<file path="src/rtl/clint_ctrl.sv">
// rtl/clint_ctrl.sv - CLINT trap sequencer: saves mepc/mcause/mstatus and redirects fetch (timer path: CLINT_TIMER_IRQ_EN)
module clint_ctrl (
    input  logic        clk,
    input  logic        rst_n,
    input  logic [31:0] inst_addr_i,
    input  logic        ecall_i,
    input  logic        ebreak_i,
    input  logic        mret_i,
    input  logic        jump_flag_i,
    input  logic [31:0] jump_addr_i,
    input  logic        irq_timer_i,
    input  logic        global_int_en_i,
    input  logic [31:0] csr_mtvec_i,
    input  logic [31:0] csr_mepc_i,
    input  logic [31:0] csr_mstatus_i,
    input  logic        wb_csr_we_i,
    output logic        csr_we_o,
    output logic [31:0] csr_waddr_o,
    output logic [31:0] csr_wdata_o,
    output logic        hold_o,
    output logic        int_assert_o,
    output logic [31:0] int_addr_o
);

    typedef enum logic [2:0] {
        S_IDLE,
        S_W_MEPC,
        S_W_MCAUSE,
        S_W_MSTATUS,
        S_ASSERT
    } state_t;

    localparam logic [31:0] ADDR_MSTATUS = 32'h0000_0300;
    localparam logic [31:0] ADDR_MEPC    = 32'h0000_0341;
    localparam logic [31:0] ADDR_MCAUSE  = 32'h0000_0342;

    state_t      state_q, state_d;
    logic        is_mret_q, is_mret_d;
    logic [31:0] saved_pc_q, saved_pc_d;
    logic [31:0] cause_q, cause_d;
    logic        irq_evt;
    logic [31:0] pc_sel;

`ifdef CLINT_TIMER_IRQ_EN
    assign irq_evt = irq_timer_i & global_int_en_i;
`else
    logic unused_irq;
    assign unused_irq = irq_timer_i ^ global_int_en_i;
    assign irq_evt    = 1'b0;
`endif

    // A pending redirect means the instruction at inst_addr_i will not be the next one executed.
    assign pc_sel = jump_flag_i ? jump_addr_i : inst_addr_i;

    always_ff @(posedge clk) begin
        if (!rst_n) begin
            state_q    <= S_IDLE;
            is_mret_q  <= 1'b0;
            saved_pc_q <= 32'h0;
            cause_q    <= 32'h0;
        end else begin
            state_q    <= state_d;
            is_mret_q  <= is_mret_d;
            saved_pc_q <= saved_pc_d;
            cause_q    <= cause_d;
        end
    end

    always_comb begin
        state_d      = state_q;
        is_mret_d    = is_mret_q;
        saved_pc_d   = saved_pc_q;
        cause_d      = cause_q;
        csr_we_o     = 1'b0;
        csr_waddr_o  = 32'h0;
        csr_wdata_o  = 32'h0;
        hold_o       = 1'b0;
        int_assert_o = 1'b0;
        int_addr_o   = 32'h0;

        case (state_q)
            S_IDLE: begin
                if (rst_n) begin
                    if (ecall_i || ebreak_i) begin
                        state_d    = S_W_MEPC;
                        is_mret_d  = 1'b0;
                        saved_pc_d = pc_sel;
                        cause_d    = ecall_i ? 32'd11 : 32'd3;
                        hold_o     = 1'b1;
                    end else if (mret_i) begin
                        state_d   = S_W_MSTATUS;
                        is_mret_d = 1'b1;
                        hold_o    = 1'b1;
                    end else if (irq_evt) begin
                        state_d    = S_W_MEPC;
                        is_mret_d  = 1'b0;
                        saved_pc_d = pc_sel;
                        cause_d    = 32'h8000_0007;
                        hold_o     = 1'b1;
                    end
                end
            end
            S_W_MEPC: begin
                hold_o      = 1'b1;
                csr_we_o    = 1'b1;
                csr_waddr_o = ADDR_MEPC;
                csr_wdata_o = saved_pc_q;
                if (!wb_csr_we_i) state_d = S_W_MCAUSE;
            end
            S_W_MCAUSE: begin
                hold_o      = 1'b1;
                csr_we_o    = 1'b1;
                csr_waddr_o = ADDR_MCAUSE;
                csr_wdata_o = cause_q;
                if (!wb_csr_we_i) state_d = S_W_MSTATUS;
            end
            S_W_MSTATUS: begin
                hold_o      = 1'b1;
                csr_we_o    = 1'b1;
                csr_waddr_o = ADDR_MSTATUS;
                csr_wdata_o = csr_mstatus_i;
                if (is_mret_q) begin
                    csr_wdata_o[3] = csr_mstatus_i[7];
                    csr_wdata_o[7] = 1'b1;
                end else begin
                    csr_wdata_o[7] = csr_mstatus_i[3];
                    csr_wdata_o[3] = 1'b0;
                end
                if (!wb_csr_we_i) state_d = S_ASSERT;
            end
            S_ASSERT: begin
                hold_o       = 1'b1;
                int_assert_o = 1'b1;
                int_addr_o   = is_mret_q ? csr_mepc_i : csr_mtvec_i;
                state_d      = S_IDLE;
            end
            default: state_d = S_IDLE;
        endcase
    end

endmodule

</file>
<file path="config.mk">
export PLATFORM = sky130hd
export DESIGN_NAME = clint_ctrl
export DESIGN_NICKNAME = d
export VERILOG_FILES = /design/src/rtl/clint_ctrl.sv
export SDC_FILE = /design/constraint.sdc
export NUM_CORES = 1
export LEC_CHECK = 0
export ABC_AREA = 0
export BUFFER_PORTS_ARGS = -buffer_cell sky130_fd_sc_hd__buf_2
export CORE_AREA = 2 2 105 107
export DETAILED_ROUTE_END_ITERATION = 8
export DIE_AREA = 0 0 107 109
export HOLD_SLACK_MARGIN = 0.08
export PLACE_DENSITY = 0.66
export SLEW_MARGIN = 10
export SYNTH_ARGS = -nofsm -noshare
export SYNTH_HDL_FRONTEND = slang
export SYNTH_SLANG_ARGS = --single-unit
export TNS_END_PERCENT = 20
</file>
<file path="constraint.sdc">
create_clock -name clk -period 1.3 [get_ports clk]
set_input_delay 0.13 -clock clk [delete_from_list [all_inputs] [get_ports clk]]
set_output_delay 0.13 -clock clk [all_outputs]
set_load 0.01 [all_outputs]
</file>
-- Word-level counts from Yosys, hierarchy flattened
Index checks and enable logic that the tools add are counted.
- register bits: 68
- input bits: 169
- output and inout bits: 99
- word-level logic and storage cells: 42
- equality and inequality tests: 8
- muxes and demuxes: 22
- reductions and logical operators: 8
- operators with widths (operator ; count):
    $mux W32 ; 3
    $pmux W32 S3 ; 1
    $pmux W10 S3 ; 1
    $mux W3 ; 5
    $pmux W3 S4 ; 1
    $mux W1 ; 9
    $eq A3 B2 Y1 const B ; 2
    $ne A2 B2 Y1 const B ; 3
    $mux W4 ; 1
    $reduce_and A2 Y1 ; 2
    $reduce_and A4 Y1 ; 1
    $reduce_or A4 Y1 ; 1
    $eq A3 B1 Y1 const B ; 1
    $eq A3 B3 Y1 const B ; 1
    $logic_not A3 Y1 ; 1
    $ne A3 B3 Y1 const B ; 1
    $reduce_or A3 Y1 ; 1
    $pmux W1 S2 ; 1
    $reduce_bool A2 Y1 ; 1
    $logic_or A1 B1 Y1 ; 1

-- Depth between registers and ports, before layout
Gate-level depths: netlist (run 1).
- depth in word-level cells: 4
- mapped depth: 6

-- Worst setup path after synthesis (run 1)
Ideal clock, no wire load.
- path type: register to output
- start point: reg state_q[1]
- end point: out csr_waddr_o[6]
- data arrival time: 1.202 ns
- setup slack: -0.032 ns
- stages on the path, launching flop included: 4
- buffers on the path: 1
- cell sequence: dfxtp_1 > buf_2 > nor3b_1 > or2_1
- longest elaborated chain between the ends: 2
- elaborated cells on any way between the ends: 4
- those cells by class: 3 x eq/ne; 1 x mux
- ends and longest elaborated chain (what ; RTL line ; RTL):
    from (decl) ; 37 ; state_t state_q, state_d;
    from (signal assigned) ; 62 ; state_q <= state_d;
    $eq A3 B2 Y1 / $eq A3 B1 Y1 (equally long branches) ; 81 ; case (state_q)
    $pmux W10 S3 * ; 81 ;
    to (decl) ; 18 ; output logic [31:0] csr_waddr_o,
Every way passes the cells marked *; elsewhere a longest branch is shown, timed or not.

-- Worst setup path in the final report (run 1)
- start point: reg state_q[0]
- end point: out csr_wdata_o[23]
- longest elaborated chain between the ends: 2
- elaborated cells on any way between the ends: 4
- those cells by class: 3 x eq/ne; 1 x mux
- ends and longest elaborated chain (what ; RTL line ; RTL):
    $eq A3 B2 Y1 / $eq A3 B1 Y1 (equally long branches) ; 81 ;
    $pmux W32 S3 * ; 81 ;
    to (decl) ; 19 ; output logic [31:0] csr_wdata_o,
Marks and branches as above.

==> summary.md, run 1 <==
| Metric | Value |
|---|---|
| Worst R2R Setup Slack | `-0.02 ns` |
| Cell area after layout | `4481 sq um` |
| Critical Path End | `csr_wdata_o[23]` |
| Die Ht | `109 microns` |
| Peak VDD IR | `0.4464 mV` |
| Placed Cells | `697` |
| Top cell type by total area after synthesis | `dfxtp_1` |
| Final layout net count | `736` |
| Mapped Cells | `335` |
| DR vias | `3361` |
| Max Cap Viol | `0` |
| Total power | `4.001 mW` |
| Die width | `107 microns` |
| Max Freq | `0.6291 GHz` |
| Vias in the first global route | `3124` |
| Latest clock arrival within the worst-skew pair | `0.28 ns` |
| Worst EP required | `1.17 ns` |
| RSZ-0062 raised after global routing | `true` |
| Number of diodes | `0` |
| H-tree Lvls | `2` |
| Failing checks | `negative setup slack` |
| Share of layout cells above drive strength 1 | `51.94%` |
| R2R Path Start | `state_q[0]` |
| Area after DPL | `4267 sq um` |
| Post-synthesis cell type count | `32` |
| Largest net degree at the start of global routing | `35` |
| Ports | `268` |
| Initial Util | `27.76%` |
| HPWL after detailed placement | `7.656 mm` |
| DRT Wirelength | `10.14 mm` |
| Outcome | `finished with violations` |
| DRT antenna net count | `0` |
| DRT iter0 DRCs | `120` |
| Crit-path max cell delay | `0.37 ns` |
| Period minus WS final | `1.590 ns` |
| Fin Clk Skew | `0.003678 ns` |
| Clk buf depth | `2` |
| CP Launch Type | `register` |
| Crit path max fanout | `8` |
| Worst-path clk slew | `0.08 ns` |
| Crit-path leading delay family | `buffers and inverters` |
| PortBufs | `238` |
| Cell at the slowest stage of the critical path | `dfxtp_4` |
| Worst min path class | `in -> reg` |
| Non-Filler Instances | `708` |
| Synth area leaders | `dfxtp_1 (26%), mux2i_1 (22%), o211a_1 (11%)` |
| Pwr/cell area | `893.0 nW/um^2` |
| Mapped Area | `2943 sq um` |
| Worst hold stages | `3` |
| Crit path setup slack, layout | `-0.2895 ns` |
| Core area | `10600 sq um` |
| CTS sink cnt | `38` |
| Critical Path Source | `state_q[0]` |
| Kind of critical path | `reg -> out` |
| CP endpoint kind | `output pin` |
| Routability cong. | `0.7877` |
| TritonCTS clock tree | `done` |
| Reg2Reg Depth | `3` |
| Share of the synthesized area in the top cell type | `25.85%` |
| Area grow syn2layout | `52.25%` |
| Gr usage total | `15.99%` |
| Post-synthesis sequential area ratio | `25.85%` |
| # DRC | `0` |
| Antenna violations before repair | `1` |
| DR pass1 iterations | `4` |
| Final worst-path cycle share | `122.3%` |
| GRT overflow | `0` |
| TritonCTS buffer count | `5` |
| Avg WL per Cell | `14.32 microns` |
| Buf/Inv on CP | `3` |
| Row count | `38` |
| CTS root buf | `clkbuf_8` |
| Hold Violations, Final | `0` |
| Via density | `4.747` |
| Stages on worst setup path | `5` |
| Setup TNS | `-13.56 ns` |
| Fill cells | `1040` |
| Leakage power | `2.611 nW` |
| Worst path arrival time | `1.46 ns` |
| R2r endpoint | `saved_pc_q[30]` |
| First-pass GRT wire length | `14.95 mm` |
| Mean Syn Cell Area | `8.785 sq um` |
| Worst path cell trace | `nor3b_4 > buf_6 > clkbuf_16 > a22o_1 > buf_2` |
| Slew Viols, Final | `0` |
| Die area | `11660 sq um` |
| Setup violators final | `92` |
| Synth warnings | `0` |
| Synth Register Bits | `38` |
[worst min-delay path by stage]
stage / from / end / slack [ns]
global route: wb_csr_we_i / state_q[0] / 0.14
global placement: wb_csr_we_i / state_q[0] / 0.43
floorplan: ecall_i / cause_q[3] / 0.26
finish: wb_csr_we_i / state_q[0] / 0.13
detailed placement: wb_csr_we_i / state_q[0] / 0.43
CTS: wb_csr_we_i / state_q[0] / 0.12
[worst min-delay path: stages]
cell	delay [ns]
buf_2	0.13
nand2_1	0.07
a21oi_1	0.05
[final cells by class]
class / instances / area, sq um / area share (%)
Multi-Input combinational cell: 258 / 1936 / 43.20
Timing Repair Buffer: 263 / 1498 / 33.43
Sequential cell: 38 / 773.2 / 17.26
Tap cell: 140 / 175.2 / 3.910
Clock buffer: 6 / 82.58 / 1.843
Clock inverter: 2 / 12.51 / 0.2793
Inverter: 1 / 3.754 / 0.08378
[metrics by stage]
step	utilization (%)	hold slack (ns)	worst slack [ns]
after floorplan	-	0.2642	-0.02628
after CTS	41.88	0.1153	-0.3140
after detailed placement	40.24	0.4313	-0.08356
after global routing	42.26	0.1392	-0.3688
after global placement	40.24	0.4345	-0.07214
final	42.26	0.1338	-0.2895
[Yosys cell counts, drive strengths merged]
cell type  count
mux2i         64
buf           54
dfxtp         38
nor2          35
nand3         33
o211a         32
a22o          28
clkbuf        10
a21oi          8
nand2          8
nor3b          3
and3b          2
mux2           2
nand2b         2
o21ai          2
or2            2
a221oi         1
a311oi         1
a31o           1
and2           1
conb           1
inv            1
nand3b         1
nor2b          1
nor3           1
o21a           1
o31ai          1
xor2           1
[power by group]
| part | leakage (nW) | total (mW) | internal (mW) | switching [mW] |
|---|---|---|---|---|
| Sequential | 0.318 | 1.46 | 1.34 | 0.122 |
| Combinational | 2.25 | 1.69 | 0.864 | 0.821 |
| Clock | 0.0472 | 0.855 | 0.427 | 0.429 |
[metal layers]
layer / GRT usage [%] / wire [microns] / vias to the layer above
li1: - / - / 1629
met1: 19.00 / 4040 / 1570
met2: 30.53 / 5349 / 160
met3: 2.929 / 720 / 2
met4: 2.226 / 26 / 0
met5: 0 / 0 / -
[flip-flops by register name, summed over array words and instances (netlist names)]
signal / flops
saved_pc_q: 32
state_q: 3
cause_q: 2
is_mret_q: 1
[cells by family after synthesis]
| logic type | share of synthesized area (%) |
|---|---|
| AOI/OAI and AO/OA | 22.32 |
| xor gates and xnor gates | 0.2977 |
| buffers and inverters | 13.90 |
| DFF | 25.85 |
| muxes | 22.53 |
| other | 0.1274 |
| and+or+nand+nor | 14.97 |
[what timing repair did]
item | 4_1_cts | 5_1_grt
gates resized for setup | 16 | 11
hold buffers | 0 | 0
setup endpoints to repair | 106 | 106
setup buffers | 3 | 0
gates cloned | 1 | 1
pin swaps | 7 | 18
[cell usage in the layout (no fill, tap or decap), drive strengths merged]
cell type and n:
buf 262, or2 2, mux2 2, clkinvlp 1, nor3 1, a311oi 1
nor3b 3, a22o 28, and3b 2, nor2b 1, clkinv 1, nand3 33
a221oi 1, o31ai 1, nand3b 1, inv 1, dfxtp 38, clkbuf 7
o211a 32, mux2i 64, conb 27, xor2 1, nand2b 2, nand2 8
and2 1, o21a 1, nor2 35, a21oi 8, a31o 1, o21ai 2
(Power assumes the default switching activity.)
==> run 2, diff against run 1 <==
- CORE_AREA: 2 2 105 107 -> 2 2 103 105
- DIE_AREA: 0 0 107 109 -> 0 0 105 107
- PLACE_DENSITY: 0.66 -> 0.65
- clock period: 1.3 -> 1.5 ns (I/O delays scaled with it)
==> summary.md, run 2 (synthesis results as in run 1) <==
| Metric | Value |
|---|---|
| Peak VDD IR | `0.4073 mV (-8.7%)` |
| Hold Violations, Final | `0 (unchanged)` |
| Cts hold-fix bufs | `0 (unchanged)` |
| CTS root buf | `clkbuf_8` |
| Slew Viols, Final | `0 (unchanged)` |
| DRT iter0 DRCs | `170 (+42%)` |
| Period minus WS final | `1.638 ns` |
| Max Cap Viol | `0 (unchanged)` |
| Latest clock arrival within the worst-skew pair | `0.29 ns (about the same)` |
| RSZ-0062 raised after global routing | `true` |
| Failing checks | `negative setup slack` |
| Largest net degree at the start of global routing | `34 (-2.9%)` |
| PortBufs | `238 (unchanged)` |
| Avg WL per Cell | `14.68 microns (+2.5%)` |
| Routability cong. | `0.7960 (+1.1%)` |
| HPWL after detailed placement | `7.595 mm (-0.80%)` |
| Final worst-path cycle share | `109.2%` |
| TritonCTS clock tree | `done` |
| Crit path setup slack, layout | `-0.1377 ns (+0.1518 ns)` |
| Setup TNS | `-4.392 ns (+9.171 ns)` |
| CP Launch Type | `register` |
| Worst-path clk slew | `0.07 ns (about the same)` |
| Gr usage total | `16.41% (+0.43 points)` |
| Total power | `3.527 mW (-12%)` |
| GRT overflow | `0 (unchanged)` |
| Kind of critical path | `reg -> out` |
| DRT antenna net count | `0 (unchanged)` |
| Vias in the first global route | `3162 (+1.2%)` |
| Worst path arrival time | `1.49 ns (+0.03 ns)` |
| CTS sink cnt | `38 (unchanged)` |
| DR vias | `3331 (-0.89%)` |
| Die width | `105 microns (-1.9%)` |
| Max Freq | `0.6106 GHz` |
| Via density | `4.732 (-0.33%)` |
| Most common cell after layout, fill and taps aside | `buf_2` |
| Ports | `268 (unchanged)` |
| Area grow syn2layout | `51.83%` |
| # DRC | `0 (unchanged)` |
| Worst hold stages | `2 (-1)` |
| Row count | `37 (-2.6%)` |
| Die Ht | `107 microns (-1.8%)` |
| DR pass1 iterations | `4 (unchanged)` |
| Biggest regs | `saved_pc_q x32, state_q x3, cause_q x2` |
| Leakage power | `2.622 nW (+0.40%)` |
| Fill cells | `1015 (-2.4%)` |
| Crit path max fanout | `8 (unchanged)` |
| Most frequent cells in the layout | `buf_2 (238), mux2i_1 (64), nor2_1 (34), dfxtp_1 (34), nand3_1 (33)` |
| Initial Util | `29.16% (+1.4 points)` |
| Clk buf depth | `2 (unchanged)` |
| Number of flip-flops in the largest register | `32 (unchanged)` |
| Core area | `10090 sq um (-4.8%)` |
| Layout Utilization | `44.27% (+2.0 points)` |
| Worst R2R Setup Slack | `0.09 ns (+0.11 ns)` |
| Antenna violations before repair | `0 (-1)` |
| Number of diodes | `0 (unchanged)` |
| H-tree Lvls | `2 (unchanged)` |
| Reg2Reg Depth | `5 (+2)` |
| Worst EP required | `1.35 ns (+0.18 ns)` |
| Fin Clk Skew | `0.008086 ns (+0.004408 ns)` |
| TritonCTS buffer count | `5 (unchanged)` |
| Share of layout cells above drive strength 1 | `50.00% (-1.9 points)` |
| Final layout net count | `736 (unchanged)` |
| Die area | `11240 sq um (-3.7%)` |
| Setup violators final | `65 (-29%)` |
| Outcome | `finished with violations` |
| DRT Wirelength | `10.33 mm (+1.9%)` |
| CP endpoint kind | `output pin` |
| Worst min path class | `in -> reg` |
| Pwr/cell area | `789.4 nW/um^2 (-12%)` |
| First-pass GRT wire length | `15.03 mm (+0.51%)` |
| Largest Register | `saved_pc_q` |
## run 2: changes by cell type in the layout (fill, tap and decap cells not counted), moves of 2 or more
cell,delta
buf_4,-4
nor2_1,+4
nand2_1,+3
nand2_2,-3
nor2_2,-3
a21oi_1,+2
a21oi_2,-2
clkbuf_16,+2
## run 2: repair_timing
item / 4_1_cts / 5_1_grt
endpoints found under the setup margin: 69 / 68
pin swaps: 4 / 24
buffers inserted: 3 / 2
cloned: 0 / 4
gates resized for setup: 7 / 6
## run 2: path summary, 6_finish.rpt
| kind | startpoint | to |
|---|---|---|
| worst max-delay path | state_q[0] | csr_wdata_o[11] |
| worst min-delay path | ecall_i | cause_q[3] |
| worst max register to register | state_q[1] | saved_pc_q[3] |
| worst min register to register | cause_q[1] | cause_q[1] |
## run 2: worst max-delay path, cell delays in order (launching register included)
cell	delay (ns)
dfxtp_4	0.38
nor3b_4	0.21
buf_6	0.17
buf_12	0.14
a22o_1	0.16
buf_2	0.13
## run 2: layer usage
layer	part of all wire [%]	up-vias	GRT usage, %
li1	-	1630	-
met3	7.2	5	3.343
met4	0.61	0	3.333
met1	41	1539	19.25
met5	0	-	0
met2	51	157	30.80
## run 2: report_power, final
group | switching, mW | leakage (nW) | internal (mW)
combinational | 0.721 | 2.26 | 0.789
clock | 0.383 | 0.0472 | 0.370
sequential | 0.104 | 0.318 | 1.16
total | 1.21 | 2.62 | 2.32
## run 2: through the flow
stage / instance area (sq um) / instances / hold slack (ns) / worst slack, ns
after floorplan: 3040 / 361 / 0.2842 / 0.1481
after global placement: 4212 / 687 / 0.4011 / 0.08076
after detailed placement: 4212 / 687 / 0.4112 / 0.06301
after CTS: 4347 / 698 / 0.1052 / -0.1447
after global routing: 4468 / 704 / 0.1204 / -0.2083
final: 4468 / 704 / 0.1175 / -0.1377
## run 2: final cells by class
type / count / area, sq um / area share, %
sequential: 38 / 773.2 / 17.31
multi-input combinational: 258 / 1892 / 42.34
clock buffer: 6 / 82.58 / 1.848
tap: 136 / 170.2 / 3.808
clock inverter: 2 / 12.51 / 0.2800
timing repair buffer: 263 / 1534 / 34.33
inverter: 1 / 3.754 / 0.08401
